### src/rtl/sp_sram_stream_fifo.sv
// sp_sram_stream_fifo
// Valid/ready streaming FIFO built on one single-port SRAM macro. Writes and
// reads share the RAM port; a 2-entry register buffer on the output hides the
// RAM's one-cycle read latency so the consumer always sees registered data.
module sp_sram_stream_fifo #(
    parameter int WIDTH      = 32,
    parameter int DEPTH      = 128,
    parameter int ADDR_WIDTH = 7,
    parameter int CNT_WIDTH  = 8
) (
    input  logic                  clk,
    input  logic                  rst,
    input  logic                  clr,
    // push side
    input  logic                  in_valid,
    output logic                  in_ready,
    input  logic [WIDTH-1:0]      in_data,
    // pop side
    output logic                  out_valid,
    input  logic                  out_ready,
    output logic [WIDTH-1:0]      out_data,
    // SRAM macro pins
    output logic                  ram_ce,
    output logic                  ram_we,
    output logic [ADDR_WIDTH-1:0] ram_addr,
    output logic [WIDTH-1:0]      ram_d,
    input  logic [WIDTH-1:0]      ram_q,
    // status
    output logic [CNT_WIDTH-1:0]  level_o,
    output logic                  empty_o,
    output logic                  full_o
);

    localparam logic [ADDR_WIDTH:0] DEPTH_CNT = (ADDR_WIDTH+1)'(DEPTH);

    // RAM-side bookkeeping
    logic [ADDR_WIDTH-1:0] wptr_q, rptr_q;
    logic [ADDR_WIDTH:0]   ram_cnt_q;
    logic                  rd_inflight_q;
    logic                  last_wr_q;
    logic                  in_valid_q;

    // output prefetch buffer; entry 0 is the head
    logic [WIDTH-1:0]      obuf_q [2];
    logic [WIDTH-1:0]      obuf_d [2];
    logic [1:0]            obuf_cnt_q, obuf_cnt_d;

    logic                  flush;
    logic                  pop;
    logic [1:0]            obuf_left;
    logic [2:0]            pending;
    logic                  ram_full;
    logic                  rd_want;
    logic                  rd_grant;
    logic                  wr_fire;

    // Port arbitration: decide this cycle's single RAM access.
    always_comb begin
        flush     = rst | clr;
        pop       = (obuf_cnt_q != 2'd0) && out_ready;
        obuf_left = obuf_cnt_q - {1'b0, pop};
        pending   = {1'b0, obuf_left} + {2'b0, rd_inflight_q};
        ram_full  = (ram_cnt_q == DEPTH_CNT);
        rd_want   = (ram_cnt_q != '0) && (pending < 3'd2);
        // Reads win when the output would starve, after a write, when the
        // producer was idle last cycle, or when a write is impossible anyway
        // (RAM full) so a draining consumer can never lock up the port.
        rd_grant  = !flush && rd_want &&
                    (obuf_left == 2'd0 || last_wr_q || !in_valid_q || ram_full);
        in_ready  = !flush && !ram_full && !rd_grant;
        wr_fire   = in_valid && in_ready;
    end

    // SRAM pin drive and status outputs.
    always_comb begin
        ram_ce    = wr_fire | rd_grant;
        ram_we    = wr_fire;
        ram_addr  = wr_fire ? wptr_q : rptr_q;
        ram_d     = in_data;
        out_valid = (obuf_cnt_q != 2'd0);
        out_data  = obuf_q[0];
        level_o   = CNT_WIDTH'(ram_cnt_q) + CNT_WIDTH'(rd_inflight_q) + CNT_WIDTH'(obuf_cnt_q);
        empty_o   = (level_o == '0);
        full_o    = ram_full;
    end

    // Prefetch buffer next state: shift on pop, then capture returning RAM data at the tail.
    always_comb begin
        // NOTE: every always_comb output gets a default first so no path leaves it unassigned (no latch).
        obuf_d     = obuf_q;
        obuf_cnt_d = obuf_left + {1'b0, rd_inflight_q};
        if (pop) begin
            obuf_d[0] = obuf_q[1];
        end
        // capture index is 0 or 1; the rd_want bound keeps it below 2
        if (rd_inflight_q) begin
            obuf_d[obuf_left[0]] = ram_q;
        end
    end

    // Control state: pointers, counters and arbitration history; flushed by rst or clr.
    always_ff @(posedge clk) begin
        // NOTE: sequential state uses non-blocking assignments so every flop samples pre-edge values.
        if (flush) begin
            wptr_q        <= '0;
            rptr_q        <= '0;
            ram_cnt_q     <= '0;
            rd_inflight_q <= 1'b0;
            last_wr_q     <= 1'b0;
            in_valid_q    <= 1'b0;
            obuf_cnt_q    <= 2'd0;
        end else begin
            if (wr_fire) begin
                wptr_q <= wptr_q + ADDR_WIDTH'(1);
            end
            if (rd_grant) begin
                rptr_q <= rptr_q + ADDR_WIDTH'(1);
            end
            case ({wr_fire, rd_grant})
                2'b10:   ram_cnt_q <= ram_cnt_q + 1'b1;
                2'b01:   ram_cnt_q <= ram_cnt_q - 1'b1;
                default: ram_cnt_q <= ram_cnt_q;
            endcase
            // dropping rd_inflight on flush is what discards the stale ram_q
            rd_inflight_q <= rd_grant;
            last_wr_q     <= wr_fire;
            in_valid_q    <= in_valid;
            obuf_cnt_q    <= obuf_cnt_d;
        end
    end

    // Prefetch buffer data registers.
    always_ff @(posedge clk) begin
        // NOTE: data storage is not reset; obuf_cnt_q alone decides which entries are meaningful.
        obuf_q <= obuf_d;
    end

endmodule

### config.mk
export PLATFORM = sky130hd
export DESIGN_NAME = sp_sram_stream_fifo
export DESIGN_NICKNAME = d
export VERILOG_FILES = /design/src/rtl/sp_sram_stream_fifo.sv
export SDC_FILE = /design/constraint.sdc
export NUM_CORES = 1
export LEC_CHECK = 0
export BUFFER_PORTS_ARGS = -buffer_cell sky130_fd_sc_hd__buf_2
export CORE_MARGIN = 10
export CORE_UTILIZATION = 46
export DETAILED_ROUTE_END_ITERATION = 8
export HOLD_SLACK_MARGIN = 0.06
export PLACE_DENSITY = 0.77
export SLEW_MARGIN = 20
export SYNTH_ARGS = -nofsm -noshare
export SYNTH_HDL_FRONTEND = slang
export SYNTH_SLANG_ARGS = --single-unit
### constraint.sdc
create_clock -name clk -period 3.8 [get_ports clk]
set_input_delay 0 -clock clk [delete_from_list [all_inputs] [get_ports clk]]
set_output_delay 0 -clock clk [all_outputs]
set_load 0.01 [all_outputs]
# Word level (Yosys, flattened, before mapping)
# Cells that the tools add are included.
dict set report classes {
  n_mux 7
  n_addsub 9
  n_bitwise 3
  n_lt_le_gt_ge 3
  reduce_logical 20
  eq_ne 3
}
# cell count
set ops {}
lappend ops {{$bwmux 64} 1}
lappend ops {{$mux 32} 2}
lappend ops {{$mux 64} 1}
lappend ops {{$demux 32 s1} 1}
lappend ops {{$pmux 8 s2} 1}
lappend ops {{$add 7x1->7 const B} 2}
lappend ops {{$add 8x1->8} 1}
lappend ops {{$add 8x1->8 const B} 1}
lappend ops {{$add 8x2->8} 1}
lappend ops {{$eq 8x8->1 const B} 1}
lappend ops {{$logic_and 1x1->1} 8}
lappend ops {{$logic_not 8->1} 1}
lappend ops {{$reduce_bool 8->1} 1}
lappend ops {{$sub 8x1->8 const B} 1}
lappend ops {{$mux 7} 1}
lappend ops {{$logic_not 1->1} 4}
lappend ops {{$reduce_bool 2->1} 2}
lappend ops {{$add 2x1->3} 1}
lappend ops {{$logic_or 1x1->1} 3}
lappend ops {{$lt 3x2->1 const B} 1}
lappend ops {{$add 2x1->2} 1}
lappend ops {{$eq 2x1->1 const B} 1}
lappend ops {{$eq 2x2->1 const B} 1}
lappend ops {{$ge 2x2->1 const B} 1}
lappend ops {{other kinds (5)} 6}
dict set report totals {
  inputBits 69
  elab_cells 54
  regBits 91
}

# Longest topological paths before layout
dict set report depth {
  ltp_word 13
  mapped_depth 16
  ltp_nobuf 15
}

# Worst setup path after synthesis
# No wires, ideal clock.
dict set report synth_path {
  path_kind {flip-flop to flip-flop}
  from {reg obuf_cnt_q[0]}
  to {reg ram_cnt_q[7]}
  arrival_time_ns 3.981
  stages_incl_launch_ff 17
  setup_time_ns 0.121
  setup_slack_ns -0.301
  t_required_ns 3.679
  path_cell_list {dfxtp_1 > nand2b_1 > a21bo_2 > ha_1 > inv_1 > ha_1 > o21ai_1 > o21ai_2 > buf_6 > buf_12 > ha_1 > ha_1 > a211oi_1 > o21ai_0 > a31oi_1 > mux2i_1 > mux2_2}
}
dict set report synth_via {
  elab_chain_cells 13
  elab_cells_between_ends 19
}
# element line
set synth_rtl {}
lappend synth_rtl {{start, declared} 46} ;# logic [1:0] obuf_cnt_q, obuf_cnt_d;
lappend synth_rtl {{start signal, assigned} 128} ;# obuf_cnt_q <= obuf_cnt_d;
lappend synth_rtl {{$reduce_bool 2->1} 60} ;# pop = (obuf_cnt_q != 2'd0) && out_ready;
lappend synth_rtl {{$logic_and 1x1->1} 60}
lappend synth_rtl {{$sub 2x1->2 *} 61} ;# obuf_left = obuf_cnt_q - {1'b0, pop};
lappend synth_rtl {{$add 2x1->3 / $logic_not 2->1 (equally long branches)} {62, 69}}
lappend synth_rtl {{$lt 3x2->1 / $logic_or 1x1->1 (equally long branches)} {64, 69}}
lappend synth_rtl {{$logic_and 1x1->1 / $logic_or 1x1->1 (equally long branches)} {64, 69}}
lappend synth_rtl {{$logic_and 1x1->1 / $logic_or 1x1->1 (equally long branches)} {68, 69}}
lappend synth_rtl {{$logic_and 1x1->1 *} 68} ;# rd_grant = !flush && rd_want &&
lappend synth_rtl {{$logic_not 1->1} 70} ;# in_ready = !flush && !ram_full && !rd_grant;
lappend synth_rtl {{$logic_and 1x1->1} 70}
lappend synth_rtl {{$logic_and 1x1->1} 71} ;# wr_fire = in_valid && in_ready;
lappend synth_rtl {{$eq 2x1->1 / $eq 2x2->1 (equally long branches)} 119} ;# case ({wr_fire, rd_grant})
lappend synth_rtl {{$pmux 8 s2 / $reduce_bool 2->1 (equally long branches)} n/a}
lappend synth_rtl {{end signal, assigned} 120} ;# 2'b10: ram_cnt_q <= ram_cnt_q + 1'b1;
lappend synth_rtl {{end signal, assigned} 121} ;# 2'b01: ram_cnt_q <= ram_cnt_q - 1'b1;
lappend synth_rtl {{end signal, assigned} 122} ;# default: ram_cnt_q <= ram_cnt_q;
lappend synth_rtl {{end, declared} 38} ;# logic [ADDR_WIDTH:0] ram_cnt_q;
# Mark *: on every way between the ends. The rest lies on a longest branch, timed or not.
# A chain may end at the register's enable or synchronous reset.

# Worst setup path in the final report
dict set report layout_path {
  from {reg obuf_cnt_q[0]}
  to {reg ram_cnt_q[7]}
}
dict set report layout_via {
  elab_chain_cells 13
  elab_cells_between_ends 19
}
# element line
set layout_rtl {}
lappend layout_rtl {{$reduce_bool 2->1} 60}
lappend layout_rtl {{$logic_and 1x1->1} 60}
lappend layout_rtl {{$sub 2x1->2 *} 61}
lappend layout_rtl {{$add 2x1->3 / $logic_not 2->1 (equally long branches)} {62, 69}}
lappend layout_rtl {{$lt 3x2->1 / $logic_or 1x1->1 (equally long branches)} {64, 69}}
lappend layout_rtl {{$logic_and 1x1->1 / $logic_or 1x1->1 (equally long branches)} {64, 69}}
lappend layout_rtl {{$logic_and 1x1->1 / $logic_or 1x1->1 (equally long branches)} {68, 69}}
lappend layout_rtl {{$logic_and 1x1->1 *} 68}
lappend layout_rtl {{net rd_grant} 54} ;# logic rd_grant;
lappend layout_rtl {{$logic_not 1->1} 70}
lappend layout_rtl {{$logic_and 1x1->1} 70}
lappend layout_rtl {{$logic_and 1x1->1} 71}
lappend layout_rtl {{$eq 2x1->1 / $eq 2x2->1 (equally long branches)} 119}
lappend layout_rtl {{$pmux 8 s2 / $reduce_bool 2->1 (equally long branches)} n/a}
# Mark *: on every way through the listed nets, which the timed path passes. The rest lies on a longest branch.

==> results.py <==
metrics = {
    "critical_path": {
        "worstPathMaxFanout": 9,
        "worstSetupEndpointType": "flip-flop",
        "worst_ep_required_time_ns": 4.06,
        "arrival_ns": 3.81,
        "critical_path_start_type": "flip-flop",
        "crit_slowest_cell": "dfxtp_1",
        "cell_by_cell_listing_of_the_critical_path": "nor2b_1 -> a21bo_2 -> ha_2 -> inv_1 -> ha_1 -> nand2_1 -> a211o_1 -> inv_1 -> ha_2 -> ha_1 -> a211oi_1 -> o21ai_0 -> a31oi_1 -> mux2i_1 -> mux2_2",
        "timing.critical_path.slowest_cell_delay_ns": 0.37,
        "worstSetupPathType": "flip-flop to flip-flop",
    },
    "cts": {
        "cts_inserted_buffers": 9,
        "clk-insertion-delay-late_ns": 0.35,
        "clock-root-buffer": "clkbuf_8",
        "tritoncts_clock_tree": "yes",
        "cts.htree.levels": 3,
        "clock_sinks": 91,
        "post-cts-setup-buffers": 0,
        "ctsLongestPathBuffers": 2,
        "cts.reportedPaths.clkPinSlew_ns": 0.09,
    },
    "global_route": {
        "globalRouteTotalUtil_pct": 14.3,
        "vias_in_the_first_global_route": 3378,
        "grt_overflow": 0,
        "grt_max_degree": 65,
        "grt_pass1_wl_um": 17000,
        "grt_antenna_before_repair": 1,
    },
    "yosys": {
        "avgSynthCellArea_um2": 10.1,
        "synth_nets": 533,
        "post_synth_instance_area_um2": 4530,
        "netlist.area_leader.share_pct": 26.1,
        "synthesis.instances": 448,
        "synthArstFlopShare_pct": 0,
        "yosysTopAreaCell": "dfxtp_1",
        "synth_seq_area_share_pct": 47.3,
        "yosys_warnings": 0,
        "synth_ff_type": "dfxtp_1",
        "netlist_top_cells_count": "buf_4, dfxtp_1, nor2_1, a21oi_1, mux2i_1",
        "ys_types": 46,
        "synth.area.top_cells": "dfxtp_1, edfxtp_1, buf_4, mux2i_1, a21oi_1",
        "synth_enable_flop_cells": 32,
        "number_of_flip_flops_and_latches_in_the_synthesized_netlist": 91,
        "synth.most_common_cell": "buf_4",
    },
    "route": {
        "route.detailed.vias_per_inst": 4.88,
        "dr_total_vias": 3293,
        "drt-wirelength-per-cell_um": 15.4,
        "remaining_drc_errors": 0,
        "wl_um": 10400,
        "final_ant_viol_nets": 0,
        "initialDrtViolationCount": 199,
        "first_pass_iters": 4,
    },
    "sta": {
        "final.min_clock_period_ns": 3.55,
        "finalSetupViolations": 0,
        "slew_headroom_pct": 31.8,
        "max_slew.worst_pin.slew_ns": 1.02,
        "timing.fmax_mhz": 281,
        "final_hold_viol_count": 0,
        "rsz0062_at_grt": "no",
        "totalNegativeSetupSlack_ns": 0,
        "slew_viol_final": 0,
        "layout_worst_path_cycle_share_pct": 93.5,
        "clock-skew-final_ns": 0.00987,
    },
    "finish": {
        "layout-drive-gt1-share_pct": 23.1,
        "layout.cell_area.non_filler_um2": 5460,
        "layout-area-overhead-vs-synth_pct": 20.6,
        "layout.filler_cells": 839,
        "final_net_count": 621,
    },
    "placement": {
        "port_buffers": 89,
        "routability_cong": 0.815,
        "post-dp-hpwl_um": 6540,
        "placed_cell_area_um2": 4610,
    },
    "floorplan": {
        "floorplan.core_area_um2": 9680,
        "floorplan.die.width_um": 119,
        "placementRows": 36,
        "die_area_um2": 14200,
        "num_io_pins": 154,
        "dieHeight_um": 119,
        "effective_utilization_at_floorplan_pct": 46.8,
    },
    "run": {
        "maxCapViolations": 0,
    },
    "hold_path": {
        "timing.hold.worst.class": "primary input to flip-flop",
    },
    "run_status": {
        "outcome": "finished, final reports clean",
    },
    "pwr": {
        "vdd.ir_drop.worst_uv": 238,
        "cellPowerDensity_nw_per_um2": 449,
        "leakage_uw": 0.00252,
    },
}
==> per-stage QoR <==
| step | util [%] | setup slack, ns | total power (uW) | hold WS (ns) | std cells |
|---|---|---|---|---|---|
| floorplan | - | 0.0339 | 1750 | 0.0918 | 448 |
| global placement | 47.6 | 0.326 | 1730 | 0.0000686 | 593 |
| detailed placement | 47.6 | 0.175 | 1750 | 0.0000686 | 593 |
| CTS | 56.3 | 0.159 | 2480 | 0.0778 | 674 |
| global route | 56.4 | 0.0451 | 2600 | 0.113 | 675 |
| finish | 56.4 | 0.245 | 2450 | 0.101 | 675 |
==> cell families after synthesis <==
kind of cell / count (synthesis) / synth area share (%)
adder cells (fa/ha/maj): 16 / 4.92
AND/OR/NAND/NOR: 110 / 11.3
multiplexers: 48 / 10.8
AO/OA/AOI/OAI: 73 / 9.50
flip-flops: 91 / 47.3
XOR/XNOR: 11 / 2.13
buffers and inverters: 99 / 14.0
==> final timing paths <==
| path | from | to | slack [ns] | depth (start not counted) |
|---|---|---|---|---|
| setup reg to reg | obuf_cnt_q[0]$_SDFF_PP0_ | ram_cnt_q[7]$_SDFFE_PP0P_ | 0.25 | 15 |
| setup / recovery | obuf_cnt_q[0]$_SDFF_PP0_ | ram_cnt_q[7]$_SDFFE_PP0P_ | 0.25 | 15 |
| hold reg to reg | rptr_q[6]$_SDFFE_PP0P_ | rptr_q[6]$_SDFFE_PP0P_ | 0.47 | 1 |
| hold / removal | rst | rptr_q[5]$_SDFFE_PP0P_ | 0.10 | 4 |
==> per-layer routing <==
layer  wire length [um]  part of all wire [%]  GRT usage (%)
met5                  0                     0              0
met4                187                   1.8           5.65
met3                488                   4.7           3.35
met2               5330                    51           25.2
met1               4400                    42           16.4
==> final cells by class <==
cell class | count | area (um^2) | area share (%)
inverters | 19 | 71.3 | 1.31
well taps | 133 | 166 | 3.05
repair buffers | 157 | 1120 | 20.5
clock buffers | 9 | 124 | 2.27
multi-input cells | 258 | 1760 | 32.3
flip-flops and latches | 91 | 2140 | 39.2
diodes | 1 | 2.50 | 0.0458
clock inverters | 7 | 76.3 | 1.40
==> worst max-delay path: cells and delay by family (launching register included) <==
family / cells / cell delay [ns]
AO/OA/AOI/OAI: 5 / 1.26
adder cells (fa/ha/maj): 4 / 0.93
buffers and inverters: 2 / 0.21
flip-flops: 1 / 0.37
multiplexers: 2 / 0.56
AND/OR/NAND/NOR: 2 / 0.15
==> where the power goes <==
group          internal, uW  leakage, uW  switching [uW]
Clock                   310     0.000102             349
Combinational           275      0.00165             280
Sequential             1160     0.000775            76.6
Total                  1750      0.00252             705
==> layout by cell type, fill, tap and decap left out, types with 7 or more instances in the layout <==
cell | synthesis | routed
mux2_2 | 8 | 8
edfxtp_1 | 32 | 32
a21oi_1 | 41 | 41
mux2i_1 | 40 | 40
inv_1 | 19 | 19
ha_1 | 13 | 11
nor2_1 | 48 | 48
or3_1 | 7 | 7
buf_2 | 0 | 89
clkbuf_8 | 0 | 9
dlygate4sd3_1 | 0 | 65
nand2_1 | 21 | 20
dfxtp_1 | 59 | 59
xnor2_1 | 8 | 8
o21ai_0 | 9 | 9
==> timing repair <==
item | in CTS | in global routing
setup endpoints to repair | 0 | 1
gates resized for setup | 0 | 1
hold endpoints to repair | 97 | 0
hold buffers | 65 | 0
(Power assumes the default switching activity.)
